===== src/rtl/mul_pkg.sv =====
// Shared encodings for the sequential multiplier: operand modes and FSM states.
// Helper functions decode which operand is signed for a given mode.
package mul_pkg;

    localparam logic [1:0] MODE_UU = 2'b00;
    localparam logic [1:0] MODE_SS = 2'b01;
    localparam logic [1:0] MODE_SU = 2'b10;
    localparam logic [1:0] MODE_US = 2'b11;

    typedef enum logic [1:0] {
        ST_IDLE = 2'd0,
        ST_RUN  = 2'd1,
        ST_DONE = 2'd2
    } state_e;

    function automatic logic a_is_signed(input logic [1:0] m);
        return (m == MODE_SS) || (m == MODE_SU);
    endfunction

    function automatic logic b_is_signed(input logic [1:0] m);
        return (m == MODE_SS) || (m == MODE_US);
    endfunction

endpackage


===== src/rtl/mul_seq_if.sv =====
// Operand/result handshake bundle for mul_seq.
// master: in_valid, a, b, mode, out_ready out; in_ready, out_valid, lo, hi, busy in.
interface mul_seq_if #(
    parameter int W = 32
);

    logic         in_valid;
    logic         in_ready;
    logic [W-1:0] a;
    logic [W-1:0] b;
    logic [1:0]   mode;
    logic         out_valid;
    logic         out_ready;
    logic [W-1:0] lo;
    logic [W-1:0] hi;
    logic         busy;

    modport master (
        output in_valid, a, b, mode, out_ready,
        input  in_ready, out_valid, lo, hi, busy
    );

    modport slave (
        input  in_valid, a, b, mode, out_ready,
        output in_ready, out_valid, lo, hi, busy
    );

endinterface


===== src/rtl/mul_seq_dp.sv =====
// Shift-add datapath: accumulator, multiplicand/multiplier shifters, add/sub.
// Ports: clk, rst, load, step, a_i, b_i, mode_i in; last_o, acc_o out.
// MUL_SEQ_EARLY_EXIT_EN: raise last_o once remaining multiplier bits are zero.
module mul_seq_dp
    import mul_pkg::*;
#(
    parameter int W = 32
) (
    input  logic           clk,
    input  logic           rst,
    input  logic           load,
    input  logic           step,
    input  logic [W-1:0]   a_i,
    input  logic [W-1:0]   b_i,
    input  logic [1:0]     mode_i,
    output logic           last_o,
    output logic [2*W-1:0] acc_o
);

    localparam int CW = $clog2(W);
    localparam logic [CW-1:0] CNT_LAST = CW'(W - 1);
`ifdef MUL_SEQ_EARLY_EXIT_EN
    localparam bit EARLY = 1'b1;
`else
    localparam bit EARLY = 1'b0;
`endif

    logic [2*W-1:0] acc_q, acc_d;
    logic [2*W-1:0] mcand_q, mcand_d;
    logic [2*W-1:0] pp;
    logic [W-1:0]   mplier_q, mplier_d;
    logic [CW-1:0]  cnt_q, cnt_d;
    logic           bsgn_q, bsgn_d;
    logic           bneg_q, bneg_d;
    logic           full;
    logic           early;
    logic           sub;

    always_comb begin
        acc_d    = acc_q;
        mcand_d  = mcand_q;
        mplier_d = mplier_q;
        cnt_d    = cnt_q;
        bsgn_d   = bsgn_q;
        bneg_d   = bneg_q;
        pp       = mplier_q[0] ? mcand_q : '0;
        full     = (cnt_q == CNT_LAST);
        // A negative signed b still needs its weight -2^(W-1) term.
        early    = !bneg_q && (mplier_q[W-1:1] == '0);
        last_o   = full || (EARLY && early);
        // Bit W-1 of a signed multiplier carries negative weight.
        sub      = bsgn_q && full;
        if (load) begin
            acc_d    = '0;
            mcand_d  = a_is_signed(mode_i) ? {{W{a_i[W-1]}}, a_i}
                                           : {{W{1'b0}}, a_i};
            mplier_d = b_i;
            cnt_d    = '0;
            bsgn_d   = b_is_signed(mode_i);
            bneg_d   = b_is_signed(mode_i) && b_i[W-1];
        end else if (step) begin
            acc_d    = sub ? (acc_q - pp) : (acc_q + pp);
            mcand_d  = mcand_q << 1;
            mplier_d = mplier_q >> 1;
            cnt_d    = cnt_q + 1'b1;
        end
    end

    always_ff @(posedge clk or posedge rst) begin
        if (rst) begin
            acc_q    <= '0;
            mcand_q  <= '0;
            mplier_q <= '0;
            cnt_q    <= '0;
            bsgn_q   <= 1'b0;
            bneg_q   <= 1'b0;
        end else begin
            acc_q    <= acc_d;
            mcand_q  <= mcand_d;
            mplier_q <= mplier_d;
            cnt_q    <= cnt_d;
            bsgn_q   <= bsgn_d;
            bneg_q   <= bneg_d;
        end
    end

    assign acc_o = acc_q;

endmodule


===== src/rtl/mul_seq.sv =====
// Sequential W x W multiplier, modes uu/ss/su/us, one multiplier bit per cycle.
// Ports: clk, rst (async, active high), bus (mul_seq_if.slave).
// MUL_SEQ_EARLY_EXIT_EN: shorten RUN for small non-negative multipliers.
module mul_seq
    import mul_pkg::*;
#(
    parameter int W = 32
) (
    input  logic       clk,
    input  logic       rst,
    mul_seq_if.slave   bus
);

    state_e         state_q, state_d;
    logic           load;
    logic           step;
    logic           last;
    logic [2*W-1:0] acc;

    mul_seq_dp #(.W(W)) u_dp (
        .clk    (clk),
        .rst    (rst),
        .load   (load),
        .step   (step),
        .a_i    (bus.a),
        .b_i    (bus.b),
        .mode_i (bus.mode),
        .last_o (last),
        .acc_o  (acc)
    );

    always_comb begin
        state_d       = state_q;
        load          = 1'b0;
        step          = 1'b0;
        bus.in_ready  = 1'b0;
        bus.out_valid = 1'b0;
        bus.busy      = 1'b0;
        unique case (state_q)
            ST_IDLE: begin
                bus.in_ready = 1'b1;
                if (bus.in_valid) begin
                    load    = 1'b1;
                    state_d = ST_RUN;
                end
            end
            ST_RUN: begin
                bus.busy = 1'b1;
                step     = 1'b1;
                if (last) begin
                    state_d = ST_DONE;
                end
            end
            ST_DONE: begin
                bus.busy      = 1'b1;
                bus.out_valid = 1'b1;
                if (bus.out_ready) begin
                    state_d = ST_IDLE;
                end
            end
            default: state_d = ST_IDLE;
        endcase
    end

    always_ff @(posedge clk or posedge rst) begin
        if (rst) begin
            state_q <= ST_IDLE;
        end else begin
            state_q <= state_d;
        end
    end

    // Result is only exposed while it is being offered.
    assign bus.lo = bus.out_valid ? acc[W-1:0]   : '0;
    assign bus.hi = bus.out_valid ? acc[2*W-1:W] : '0;

endmodule


===== src/flat_wrapper.sv =====
// flat-port wrapper written by rule: the top's interface ports become plain ports
module mul_seq_flat import mul_pkg::*;
#(
    parameter int W = 32
)
  (clk, rst, bus_in_valid, bus_a, bus_b, bus_mode, bus_out_ready, bus_in_ready, bus_out_valid, bus_lo, bus_hi, bus_busy);
  mul_seq_if #(.W(W)) bus_i ();
  input  logic clk;
  input  logic rst;
  input wire logic [$bits(bus_i.in_valid)-1:0] bus_in_valid;
  input wire logic [$bits(bus_i.a)-1:0] bus_a;
  input wire logic [$bits(bus_i.b)-1:0] bus_b;
  input wire logic [$bits(bus_i.mode)-1:0] bus_mode;
  input wire logic [$bits(bus_i.out_ready)-1:0] bus_out_ready;
  output wire logic [$bits(bus_i.in_ready)-1:0] bus_in_ready;
  output wire logic [$bits(bus_i.out_valid)-1:0] bus_out_valid;
  output wire logic [$bits(bus_i.lo)-1:0] bus_lo;
  output wire logic [$bits(bus_i.hi)-1:0] bus_hi;
  output wire logic [$bits(bus_i.busy)-1:0] bus_busy;
  assign bus_i.in_valid = bus_in_valid;
  assign bus_i.a = bus_a;
  assign bus_i.b = bus_b;
  assign bus_i.mode = bus_mode;
  assign bus_i.out_ready = bus_out_ready;
  assign bus_in_ready = bus_i.in_ready;
  assign bus_out_valid = bus_i.out_valid;
  assign bus_lo = bus_i.lo;
  assign bus_hi = bus_i.hi;
  assign bus_busy = bus_i.busy;
  mul_seq #(.W(W)) u_core (.clk(clk), .rst(rst), .bus(bus_i));
endmodule

===== config.mk =====
export PLATFORM = sky130hd
export DESIGN_NAME = mul_seq_flat
export DESIGN_NICKNAME = d
export VERILOG_FILES = /design/src/rtl/mul_pkg.sv /design/src/rtl/mul_seq_if.sv /design/src/rtl/mul_seq_dp.sv /design/src/rtl/mul_seq.sv /design/src/flat_wrapper.sv
export SDC_FILE = /design/constraint.sdc
export NUM_CORES = 1
export LEC_CHECK = 0
export ABC_AREA = 1
export BUFFER_PORTS_ARGS = -buffer_cell sky130_fd_sc_hd__buf_4
export CORE_MARGIN = 5
export CORE_UTILIZATION = 60
export DETAILED_ROUTE_END_ITERATION = 8
export PLACE_DENSITY_LB_ADDON = 0.1
export SYNTH_ARGS = -nofsm -noshare
export SYNTH_HDL_FRONTEND = slang
export SYNTH_HIERARCHICAL = 1
export SYNTH_SLANG_ARGS = --single-unit

===== constraint.sdc =====
create_clock -name clk -period 8.92 [get_ports clk]
set_input_delay 0.892 -clock clk [delete_from_list [all_inputs] [get_ports clk]]
set_output_delay 0.892 -clock clk [all_outputs]
set_load 0.05 [all_outputs]

### Yosys cells after proc, flatten, opt, wreduce, memory -nomap -nowiden

Index checks and enable logic that the tools add are counted.
W data, S select, Z words.

| storage, ports and cells | value |
|---|---|
| output and inout bits | 67 |
| word-level logic and storage cells | 48 |
| input bits | 70 |
| register bits after elaboration | 168 |

| operators by class | value |
|---|---|
| add/subtract/negate cells | 3 |
| reduce and logical (&&, ||, !) cells | 7 |
| equal/unequal tests | 9 |
| mux-type cells | 23 |

Operators by type and width:

| operator | count |
|---|---|
| $mux W64 | 7 |
| $mux W32 | 4 |
| $add A64 B64 Y64 | 1 |
| $sub A64 B64 Y64 | 1 |
| $mux W5 | 2 |
| $eq A2 B2 Y1 const B | 3 |
| $mux W1 | 6 |
| $mux W2 | 3 |
| $pmux W2 S3 | 1 |
| $add A5 B1 Y5 const B | 1 |
| $eq A5 B5 Y1 const B | 1 |
| $eq A2 B1 Y1 const B | 2 |
| $ne A2 B2 Y1 const B | 2 |
| $reduce_and A3 Y1 | 1 |
| $logic_not A2 Y1 | 1 |
| $logic_or A1 B1 Y1 | 2 |
| $ne A2 B1 Y1 const B | 1 |
| $reduce_bool A2 Y1 | 1 |
| $reduce_or A2 Y1 | 1 |
| $logic_and A1 B1 Y1 | 1 |

### Depth between registers and ports, before layout

Gate-level depths: netlist (run 1).

| logic depth | value |
|---|---|
| word-level depth | 5 |
| mapped depth | 30 |

### Modules after synthesis

The synthesis (run 1) kept the hierarchy.

By module, submodules not included:

| module | times used | sequential area each (µm²) | area an instance (µm²) | cells an instance |
|---|---|---|---|---|
| mul_seq_dp | 1 | 4154.0 | 14601.5 | 2377 |
| mul_seq | 1 | 50.0 | 732.0 | 158 |

### Worst setup path after synthesis (run 1)

OpenSTA, ideal clock, no wires.

| path | value |
|---|---|
| path kind | reg2reg |
| start point | reg u_core.u_dp.cnt_q[1] |
| end point | reg u_core.u_dp.acc_q[56], in the netlist u_core/u_dp/acc_o[56] |
| slack | 5381 ps |
| clock period less this slack | 3539 ps |
| stages on the path, launching flop included | 22 |
| library setup time | 118 ps |
| buffers on the path | 2 |
| data arrival time | 3421 ps |
| cells stage by stage | dfrtp_1 -> ha_1 -> nand2_1 -> nor2_1 -> ha_1 -> nand2_1 -> clkbuf_1 -> clkbuf_1 -> o21ai_0 -> fa_1 -> inv_1 -> nand2_1 -> o21ai_0 -> nand2_1 -> nand2_1 -> nand2_1 -> nand3_1 -> nand3_1 -> nand2_1 -> nand2_1 -> nand3_1 -> nand2_1 |

| between the ends | value |
|---|---|
| longest elaborated chain between the ends | 5 |

RTL lines:

| element | line | text |
|---|---|---|
| from (decl) | mul_seq_dp.sv:32 | `logic [CW-1:0] cnt_q, cnt_d;` |
| from (signal assigned) | mul_seq_dp.sv:81 | `cnt_q <= cnt_d;` |
| $eq A5 B5 Y1 | mul_seq_dp.sv:47 | `full = (cnt_q == CNT_LAST);` |
| net u_core.last | mul_seq.sv:17 | `logic last;` |
| $logic_and A1 B1 Y1 | mul_seq_dp.sv:52 | `sub = bsgn_q && full;` |
| $mux W64 | mul_seq_dp.sv:62 | `acc_d = sub ? (acc_q - pp) : (acc_q + pp);` |
| $mux W64 | mul_seq_dp.sv:61 | `end else if (step) begin` |
| $mux W64 | mul_seq_dp.sv:53 | `if (load) begin` |
| to (signal assigned) | mul_seq_dp.sv:71 | `acc_q <= '0;` |
| to (signal assigned) | mul_seq_dp.sv:78 | `acc_q <= acc_d;` |
| to (decl) | mul_seq_dp.sv:28 | `logic [2*W-1:0] acc_q, acc_d;` |

The timed path passes the listed nets, and every way through them passes these cells. The select of a mux whose other input is x is not followed.
A chain may end at the register's enable or synchronous reset.

### Worst setup path in the final report (run 1)

| path | value |
|---|---|
| start point | reg u_core.u_dp.cnt_q[1] |
| end point | reg u_core.u_dp.acc_q[34], in the netlist u_core/u_dp/acc_o[34] |

The elaborated chain is that of the path after synthesis.

==> flow_metrics.py, run 1 <==
metrics = {
    "global_routing": {
        "antenna_found_initial": 0,
        "grt_pass1_wl_mm": 79.4,
        "grt_pass1_vias": 15559,
        "grt.total_usage": 0.345,
        "grt_overflow": 0,
        "grt_max_degree": 115,
    },
    "clock_network": {
        "ctsLongestPathBuffers": 2,
        "clock_latency_ns": 0.44,
        "htreeDepth": 4,
        "cts_tree": "done",
        "clk_pin_slew_ns": 0.09,
        "cts_setup_buffers": 0,
        "cts_sinks": 168,
        "post_cts_resized": 0,
        "cts_root_buf": "clkbuf_16",
        "cts_buffers": 17,
        "hold_buffers": 0,
    },
    "floorplan": {
        "die-area_um2": 28900,
        "top_level_ports": 137,
        "initial_core_util": 0.609,
        "fp.coreArea_um2": 25200,
        "rows": 58,
        "die_x_um": 170,
        "die_h_um": 170,
    },
    "worst_setup_path": {
        "path_cells": "ha_1, nand2_1, nor2_1, ha_1, nand2_1, buf_4, clkinv_1, nor2_1, a21oi_2, xor2_1, inv_1, ha_1, nand2_1, nor2_1, inv_1, nor3_1, nand4_1, nand3_1, nand2_1, nand3_1, nand2_1",
        "reg2reg_slack_ns": 4.04,
        "slowest_delay_ns": 0.63,
        "worst_path_max_delay_cell": "clkinv_1",
        "critical_path_required_ns": 9.25,
        "cp-endpoint": "u_core/u_dp/acc_o[34]",
        "crit_path_max_fanout": 53,
        "r2r_end": "u_core/u_dp/acc_o[34]",
        "r2r_cells": 21,
        "worstSetupPathType": "flip-flop to flip-flop",
        "path_common_cell": "nand2_1",
        "r2r-start": "u_core/u_dp/cnt_q[1]",
        "endpoint_kind": "flip-flop",
        "cp.arrival_ns": 5.21,
        "startpoint_type": "flip-flop",
        "crit_start": "u_core/u_dp/cnt_q[1]",
    },
    "placement": {
        "place_ws_ns": 4.13,
        "dp_hpwl_mm": 39.1,
        "place.gp.congestion": 1.04,
        "post_dp_cell_area_um2": 16500,
        "io_buffer_count": 136,
    },
    "routing": {
        "ant_nets": 0,
        "firstDrtPassIters": 6,
        "drt-initial-drc-count": 1784,
        "drt_wl_total_mm": 49.9,
        "wl_per_cell_um": 16.8,
        "route.detailed.drc": 0,
        "vias": 16625,
        "avgViaCountPerCell": 5.59,
    },
    "synth": {
        "syn_avg_cell_area_um2": 6.05,
        "syn_area_um2": 15300,
        "synth_fp_nets": 2677,
        "ys_ff_latch": 168,
        "yosysUniqueCellTypes": 42,
        "synthCells": 2535,
        "yosysWarnings": 6,
        "yosysSeqAreaShare": 0.274,
    },
    "sta": {
        "max_freq_mhz": 205,
        "relSlewSlack": 0.309,
        "worstMarginPinSlew_ns": 1.04,
        "fin_crit_ns": 4.88,
        "fin_setup_tns_ns": 0,
        "period_share": 0.547,
        "slew_violations": 0,
        "fin_ws_ns": 4.04,
        "grt_setup_unrepaired": "false",
        "hold_viol_final": 0,
        "finClkSkew_ns": 0.0160,
        "setup_viol": 0,
    },
    "finish": {
        "n_antenna_cell": 0,
        "drive_above_1_share": 0.0866,
        "fin_area_um2": 17100,
        "synthToLayoutAreaGrowth_pct": 11.6,
        "fillers": 2369,
        "nets": 2774,
    },
    "power": {
        "vdd_drop_max_uv": 251,
        "p_per_area_nw_per_um2": 337,
        "leakagePower_uw": 0.0104,
    },
    "job": {
        "drv_cap": 0,
    },
    "status": {
        "run_status": "finished, final reports clean",
    },
    "min_path": {
        "hold_class": "input pin to asynchronous set/reset pin",
    },
}
## where the power goes
part / leakage (uW) / internal, uW / switching (uW)
logic: 0.00789 / 1170 / 2480
registers: 0.00219 / 1070 / 269
clock network: 0.000292 / 381 / 398
total: 0.0104 / 2620 / 3140
## state kept, by name (all words and copies together), names as in the netlist
name,flops
u_core/u_dp/bsgn_q,1
u_core/u_dp/cnt_q,5
u_core/u_dp/mplier_q,32
u_core/u_dp/mcand_q,64
u_core/u_dp/acc_o,64
u_core/state_q,2
## metal layers
| layer | up-vias | part of all wire | GRT usage |
|---|---|---|---|
| li1 | 8038 | - | - |
| met1 | 7662 | 0.43 | 0.487 |
| met2 | 816 | 0.44 | 0.554 |
| met3 | 109 | 0.089 | 0.0420 |
| met4 | 0 | 0.034 | 0.111 |
| met5 | - | 0 | 0 |
## area by class of cell
| class | instances | area [um2] | area share |
|---|---|---|---|
| multi-input cells | 1831 | 9020 | 0.528 |
| flip-flops and latches | 168 | 4210 | 0.246 |
| inverters | 467 | 1760 | 0.103 |
| repair buffers | 147 | 1100 | 0.0645 |
| clock buffers | 17 | 425 | 0.0249 |
| well taps | 330 | 413 | 0.0241 |
| clock inverters | 15 | 176 | 0.0103 |
## synth_stat cells
| cell type | count | area [um2] |
|---|---|---|
| nand2_1 | 992 | 3720 |
| inv_1 | 461 | 1730 |
| nor2_1 | 174 | 653 |
| nand3_1 | 171 | 856 |
| dfrtp_1 | 168 | 4200 |
| a21oi_1 | 77 | 385 |
| ha_1 | 71 | 888 |
| o21ai_0 | 68 | 340 |
| clkbuf_1 | 53 | 199 |
| xnor2_1 | 41 | 359 |
| xor2_1 | 41 | 359 |
| o221ai_1 | 33 | 289 |
| o211ai_1 | 31 | 233 |
| nor3_1 | 21 | 105 |
| nand4_1 | 19 | 119 |
| nand3b_1 | 18 | 135 |
| nand2_2 | 15 | 93.8 |
| o21bai_1 | 13 | 97.6 |
| nor2_2 | 7 | 43.8 |
| clkbuf_8 | 6 | 82.6 |
| nor3_2 | 6 | 60.1 |
| and2_1 | 5 | 31.3 |
| buf_6 | 5 | 56.3 |
| o21ai_1 | 5 | 25.0 |
| buf_2 | 4 | 20.0 |
| inv_2 | 4 | 15.0 |
| nor2_4 | 3 | 33.8 |
| a21oi_2 | 2 | 17.5 |
| clkinv_1 | 2 | 7.51 |
| nand3_2 | 2 | 20.0 |
| nor3b_1 | 2 | 15.0 |
| nor3b_2 | 2 | 25.0 |
| nor4_1 | 2 | 12.5 |
| o22ai_1 | 2 | 12.5 |
| o31ai_1 | 2 | 15.0 |
| a21boi_0 | 1 | 7.51 |
| a22o_1 | 1 | 8.76 |
| buf_4 | 1 | 7.51 |
| fa_1 | 1 | 20.0 |
| nand2_4 | 1 | 11.3 |
| o21ai_2 | 1 | 8.76 |
| or2_2 | 1 | 6.26 |
## how the worst min path moves through the flow
stage	end	slack (ns)	cells after the start	start
final	u_core/state_q[0]	0.32	2	rst
after global routing	u_core/state_q[1]	0.31	2	rst
after floorplan	u_core/u_dp/bsgn_q	0.45	2	u_core/u_dp/bsgn_q
after global placement	u_core/u_dp/bsgn_q	0.48	2	u_core/u_dp/bsgn_q
after detailed placement	u_core/u_dp/bsgn_q	0.49	2	u_core/u_dp/bsgn_q
after CTS	u_core/state_q[0]	0.31	2	rst
## kinds of logic after synthesis
kind of cell             count (synthesis)  synth area share
buffers and inverters                  536             0.138
adder cells (fa/ha/maj)                 72            0.0592
flip-flops                             168             0.274
AND/OR/NAND/NOR                       1441             0.388
AO/OA/AOI/OAI                          236            0.0939
XOR/XNOR                                82            0.0468
## worst max-delay path, delay by kind of cell, from the launching register on
family	cells	cell delay, ns
AO/OA/AOI/OAI	1	0.06
XOR/XNOR	1	0.15
buffers and inverters	4	1.27
flip-flops	1	0.40
adder cells (fa/ha/maj)	3	0.77
AND/OR/NAND/NOR	12	2.11
## layout by cell type (no fill, tap or decap), types with 2 or more instances in the layout
| cell type | instances |
|---|---|
| a21oi_1 | 77 |
| a21oi_2 | 2 |
| and2_1 | 5 |
| buf_4 | 147 |
| clkbuf_16 | 17 |
| clkinv_1 | 2 |
| clkinv_8 | 5 |
| dfrtp_1 | 167 |
| ha_1 | 70 |
| inv_1 | 459 |
| inv_2 | 5 |
| inv_6 | 4 |
| inv_8 | 5 |
| nand2_1 | 992 |
| nand2_2 | 15 |
| nand3_1 | 171 |
| nand3_2 | 2 |
| nand3b_1 | 18 |
| nand4_1 | 19 |
| nor2_1 | 172 |
| nor2_2 | 8 |
| nor2_4 | 4 |
| nor3_1 | 21 |
| nor3_2 | 6 |
| nor3b_1 | 2 |
| nor3b_2 | 2 |
| nor4_1 | 2 |
| o211ai_1 | 31 |
| o21ai_0 | 68 |
| o21ai_1 | 5 |
| o21bai_1 | 13 |
| o221ai_1 | 33 |
| o22ai_1 | 2 |
| o31ai_1 | 2 |
| xnor2_1 | 41 |
| xor2_1 | 41 |
## through the flow
step | utilization | std cells | hold WS (ns) | power, uW
global route | 0.679 | 2975 | 0.306 | 6210
detailed placement | 0.655 | 2943 | 0.490 | 4880
floorplan | - | 2535 | 0.449 | 3910
global placement | 0.655 | 2943 | 0.481 | 4800
CTS | 0.679 | 2975 | 0.312 | 5670
finish | 0.679 | 2975 | 0.322 | 5760
No activity file was read; power rests on OpenSTA's default activity.
==> inputs of run 2 (changes only) <==
--- a/config.mk
+++ b/config.mk
@@ -5,10 +5,10 @@
 export SDC_FILE = /design/constraint.sdc
 export NUM_CORES = 1
 export LEC_CHECK = 0
-export ABC_AREA = 1
+export ABC_AREA = 0
 export BUFFER_PORTS_ARGS = -buffer_cell sky130_fd_sc_hd__buf_4
 export CORE_MARGIN = 5
-export CORE_UTILIZATION = 60
+export CORE_UTILIZATION = 55
 export DETAILED_ROUTE_END_ITERATION = 8
 export PLACE_DENSITY_LB_ADDON = 0.1
 export SYNTH_ARGS = -nofsm -noshare
==> constraint.sdc (replaced) <==
create_clock -name clk -period 4.4 [get_ports clk]
set_input_delay 0.44 -clock clk [delete_from_list [all_inputs] [get_ports clk]]
set_output_delay 0.44 -clock clk [all_outputs]
set_load 0.05 [all_outputs]
==> run 2 against run 1 <==
  * The run now ends with setup timing left
  * Non-clock buffer count is 328 higher
  * Count of clock-buffer cells in the layout rose by 1
  * Design area is 7.3% higher
  * First-iteration DRC count decreased by 42%
  * Sequential cell count did not move
  * Clock skew is 0.00086 ns higher
  * Cell count decreased by 21%
  * Setup slack worse by 4.6 ns
  * Die area decreased by 4.6%
  * Synthesized cell count is 36% lower
  * Wire length shrank 18%
  * Worst hold slack worse by 0.12 ns
  * Critical path type unchanged
==> flow_metrics.py, run 2 <==
metrics = {
    "routing": {
        "firstDrtPassIters": 8,
        "wl_per_cell_um": 17.5,
        "wl_met2_mm": 19.9,
        "top_layer": "met4",
        "avgViaCountPerCell": 5.82,
        "ant_nets": 0,
        "route.detailed.drc": 0,
        "wl_met3_mm": 2.45,
        "met1_length_mm": 18.0,
        "drt-initial-drc-count": 1027,
        "vias": 13662,
        "drt_wl_total_mm": 41.1,
    },
    "finish": {
        "n_antenna_cell": 0,
        "layoutNonFillerInstCount": 2347,
        "nets": 2152,
        "multi_input_area_um2": 9340,
        "drive_above_1_share": 0.310,
        "layout_common_cells": "446 x buf_4, 191 x nand2_1, 167 x dfrtp_1",
        "fin_util": 0.762,
        "fillers": 1816,
        "synthToLayoutAreaGrowth_pct": 37.4,
        "layout_commonest_cell": "buf_4",
        "seqCellArea_um2": 4210,
    },
    "synth": {
        "synth_edf_count": 0,
        "yosys.area.top_type": "dfrtp_1",
        "syn_avg_cell_area_um2": 8.22,
        "ys_ff_latch": 168,
        "syn_area_um2": 13400,
        "yosysSeqAreaShare": 0.315,
        "async_flop_share": 1.00,
        "synth_fp_nets": 1767,
        "synth_top_area_frac": 0.315,
        "yosysMostFrequentCell": "nand2_1",
        "synthTopCellsByArea": "dfrtp_1 31%, mux2i_1 11%, ha_1 6.6%",
        "yosys_most_used_dff": "dfrtp_1",
        "synthCells": 1625,
        "yosysUniqueCellTypes": 80,
        "synth_commonest_cells": "196 x nand2_1, 168 x dfrtp_1, 165 x o21ai_0",
        "yosysWarnings": 6,
    },
    "floorplan": {
        "die-area_um2": 27500,
        "die_x_um": 166,
        "rows": 57,
        "fp.coreArea_um2": 24100,
        "top_level_ports": 137,
        "die_h_um": 166,
        "initial_core_util": 0.554,
    },
    "global_routing": {
        "grt_max_degree": 196,
        "grt_pass1_wl_mm": 66.0,
        "grt.total_usage": 0.285,
        "grt_overflow": 0,
        "grt_pass1_vias": 13388,
        "antenna_found_initial": 0,
    },
    "worst_setup_path": {
        "worst_path_max_delay_cell": "or4_4",
        "r2r_end": "u_core/u_dp/acc_o[57]",
        "critical_path_required_ns": 4.71,
        "crit_path_max_fanout": 5,
        "cp-endpoint": "u_core/u_dp/acc_o[57]",
        "cp.arrival_ns": 5.24,
        "worstSetupPathType": "flip-flop to flip-flop",
        "endpoint_kind": "flip-flop",
        "path_common_cell": "o21ai_2",
        "reg2reg_slack_ns": -0.53,
        "crit_start": "u_core/u_dp/mcand_q[2]",
        "r2r_cells": 21,
        "slowest_delay_ns": 0.44,
        "path_cells": "or2_1, or4_4, o41ai_4, nand3_1, or2_4, a21o_4, nor2b_4, a31o_4, nand2_4, o311ai_0, ha_1, a21oi_1, o21ai_2, a21oi_2, o221ai_2, a221oi_2, o21ai_2, o21bai_4, a211oi_2, or3_1, a32o_1",
        "r2r-start": "u_core/u_dp/mcand_q[2]",
        "startpoint_type": "flip-flop",
    },
    "sta": {
        "finClkSkew_ns": 0.0169,
        "hold_viol_final": 0,
        "grt_setup_unrepaired": "true",
        "max_freq_mhz": 203,
        "period_share": 1.12,
        "slew_violations": 0,
        "fin_crit_ns": 4.93,
        "fin_ws_ns": -0.531,
        "worstMarginPinSlew_ns": 1.20,
        "setup_viol": 38,
        "relSlewSlack": 0.201,
    },
    "placement": {
        "place.gp.congestion": 0.944,
        "placed_cells": 2276,
        "io_buffer_count": 136,
        "dp_hpwl_mm": 29.5,
    },
    "clock_network": {
        "cts_tree": "done",
        "cts_root_buf": "clkbuf_16",
        "ctsLongestPathBuffers": 2,
        "cts_sinks": 168,
        "htreeDepth": 4,
        "clock_latency_ns": 0.44,
        "cts_buffers": 17,
        "clk_pin_slew_ns": 0.08,
    },
    "status": {
        "violations": "setup timing",
        "run_status": "finished with violations",
    },
    "min_path": {
        "hold_class": "input pin to flip-flop",
        "min_from": "bus_b[19]",
    },
    "job": {
        "drv_cap": 0,
    },
}
run 2: cell types whose count changed after synthesis, moves of 17 or more:
cell      previous run  this run
o211ai_1            31        14
clkbuf_1            53        84
nand2_1            992       196
a21o_1               0        40
mux2i_1              0       141
a21oi_1             77       101
o21ai_0             68       165
nand2b_1             0        19
and2_1               5        71
nor2_1             174       132
inv_1              461        30
o221ai_1            33         3
nand3_1            171        20
run 2: layer usage:
metal,track usage,up-vias
li1,-,6558
met1,0.387,6595
met2,0.479,457
met3,0.0436,52
met4,0.0742,0
met5,0,-
run 2: area by class of cell:
class                           instances  share of cell area
Clock buffer                           18              0.0239
Clock inverter                         14             0.00709
Inverter                               30             0.00634
Multi-Input combinational cell       1318               0.509
Sequential cell                       168               0.229
Tap cell                              324              0.0221
Timing Repair Buffer                  475               0.203
run 2: critical path: cells and delay by family (launching register included):
| family | cells | cell delay (ns) |
|---|---|---|
| compound gates | 13 | 2.49 |
| simple gates | 7 | 1.61 |
| fa+ha+maj | 1 | 0.33 |
| flops | 1 | 0.37 |
run 2: per-stage QoR:
step	hold WS (ns)	cell area, um2	setup TNS (ns)	worst slack, ns
after floorplan	0.181	13500	-1.34	-0.422
after global placement	0.320	16800	-8.99	-0.567
after detailed placement	0.325	16800	-13.60	-0.810
after CTS	0.193	17800	-7.57	-0.481
after global routing	0.203	18400	-18.28	-0.767
final	0.206	18400	-10.10	-0.531
run 2: worst min path at each step:
| stage | endpoint | slack (ns) | cells past startpoint |
|---|---|---|---|
| after detailed placement | u_core/state_q[0] | 0.33 | 2 |
| after global placement | u_core/state_q[0] | 0.32 | 2 |
| after floorplan | u_core/state_q[0] | 0.18 | 1 |
| final | u_core/u_dp/mplier_q[19] | 0.21 | 3 |
| after CTS | u_core/u_dp/mplier_q[19] | 0.19 | 3 |
| after global routing | u_core/u_dp/mplier_q[27] | 0.20 | 3 |
run 2: logic make-up after synthesis:
| family | count (synthesis) | share of synthesized area |
|---|---|---|
| XOR/XNOR | 92 | 0.0603 |
| buffers and inverters | 139 | 0.0411 |
| AND/OR/NAND/NOR | 562 | 0.200 |
| adder cells (fa/ha/maj) | 72 | 0.0680 |
| flip-flops | 168 | 0.315 |
| AO/OA/AOI/OAI | 445 | 0.205 |
| multiplexers | 147 | 0.111 |
run 2: repair_timing:
| item | CTS | global route |
|---|---|---|
| setup endpoints to repair | 42 | 48 |
| setup buffers | 21 | 21 |
| endpoints found under the hold margin | 2 | 0 |
| pin swaps | 43 | 53 |
| resized for setup | 74 | 83 |
| hold buffers | 1 | 0 |
Power of run 2 is not shown: default switching activity piles up to over one toggle a cycle in this logic, so the estimate is an artifact.
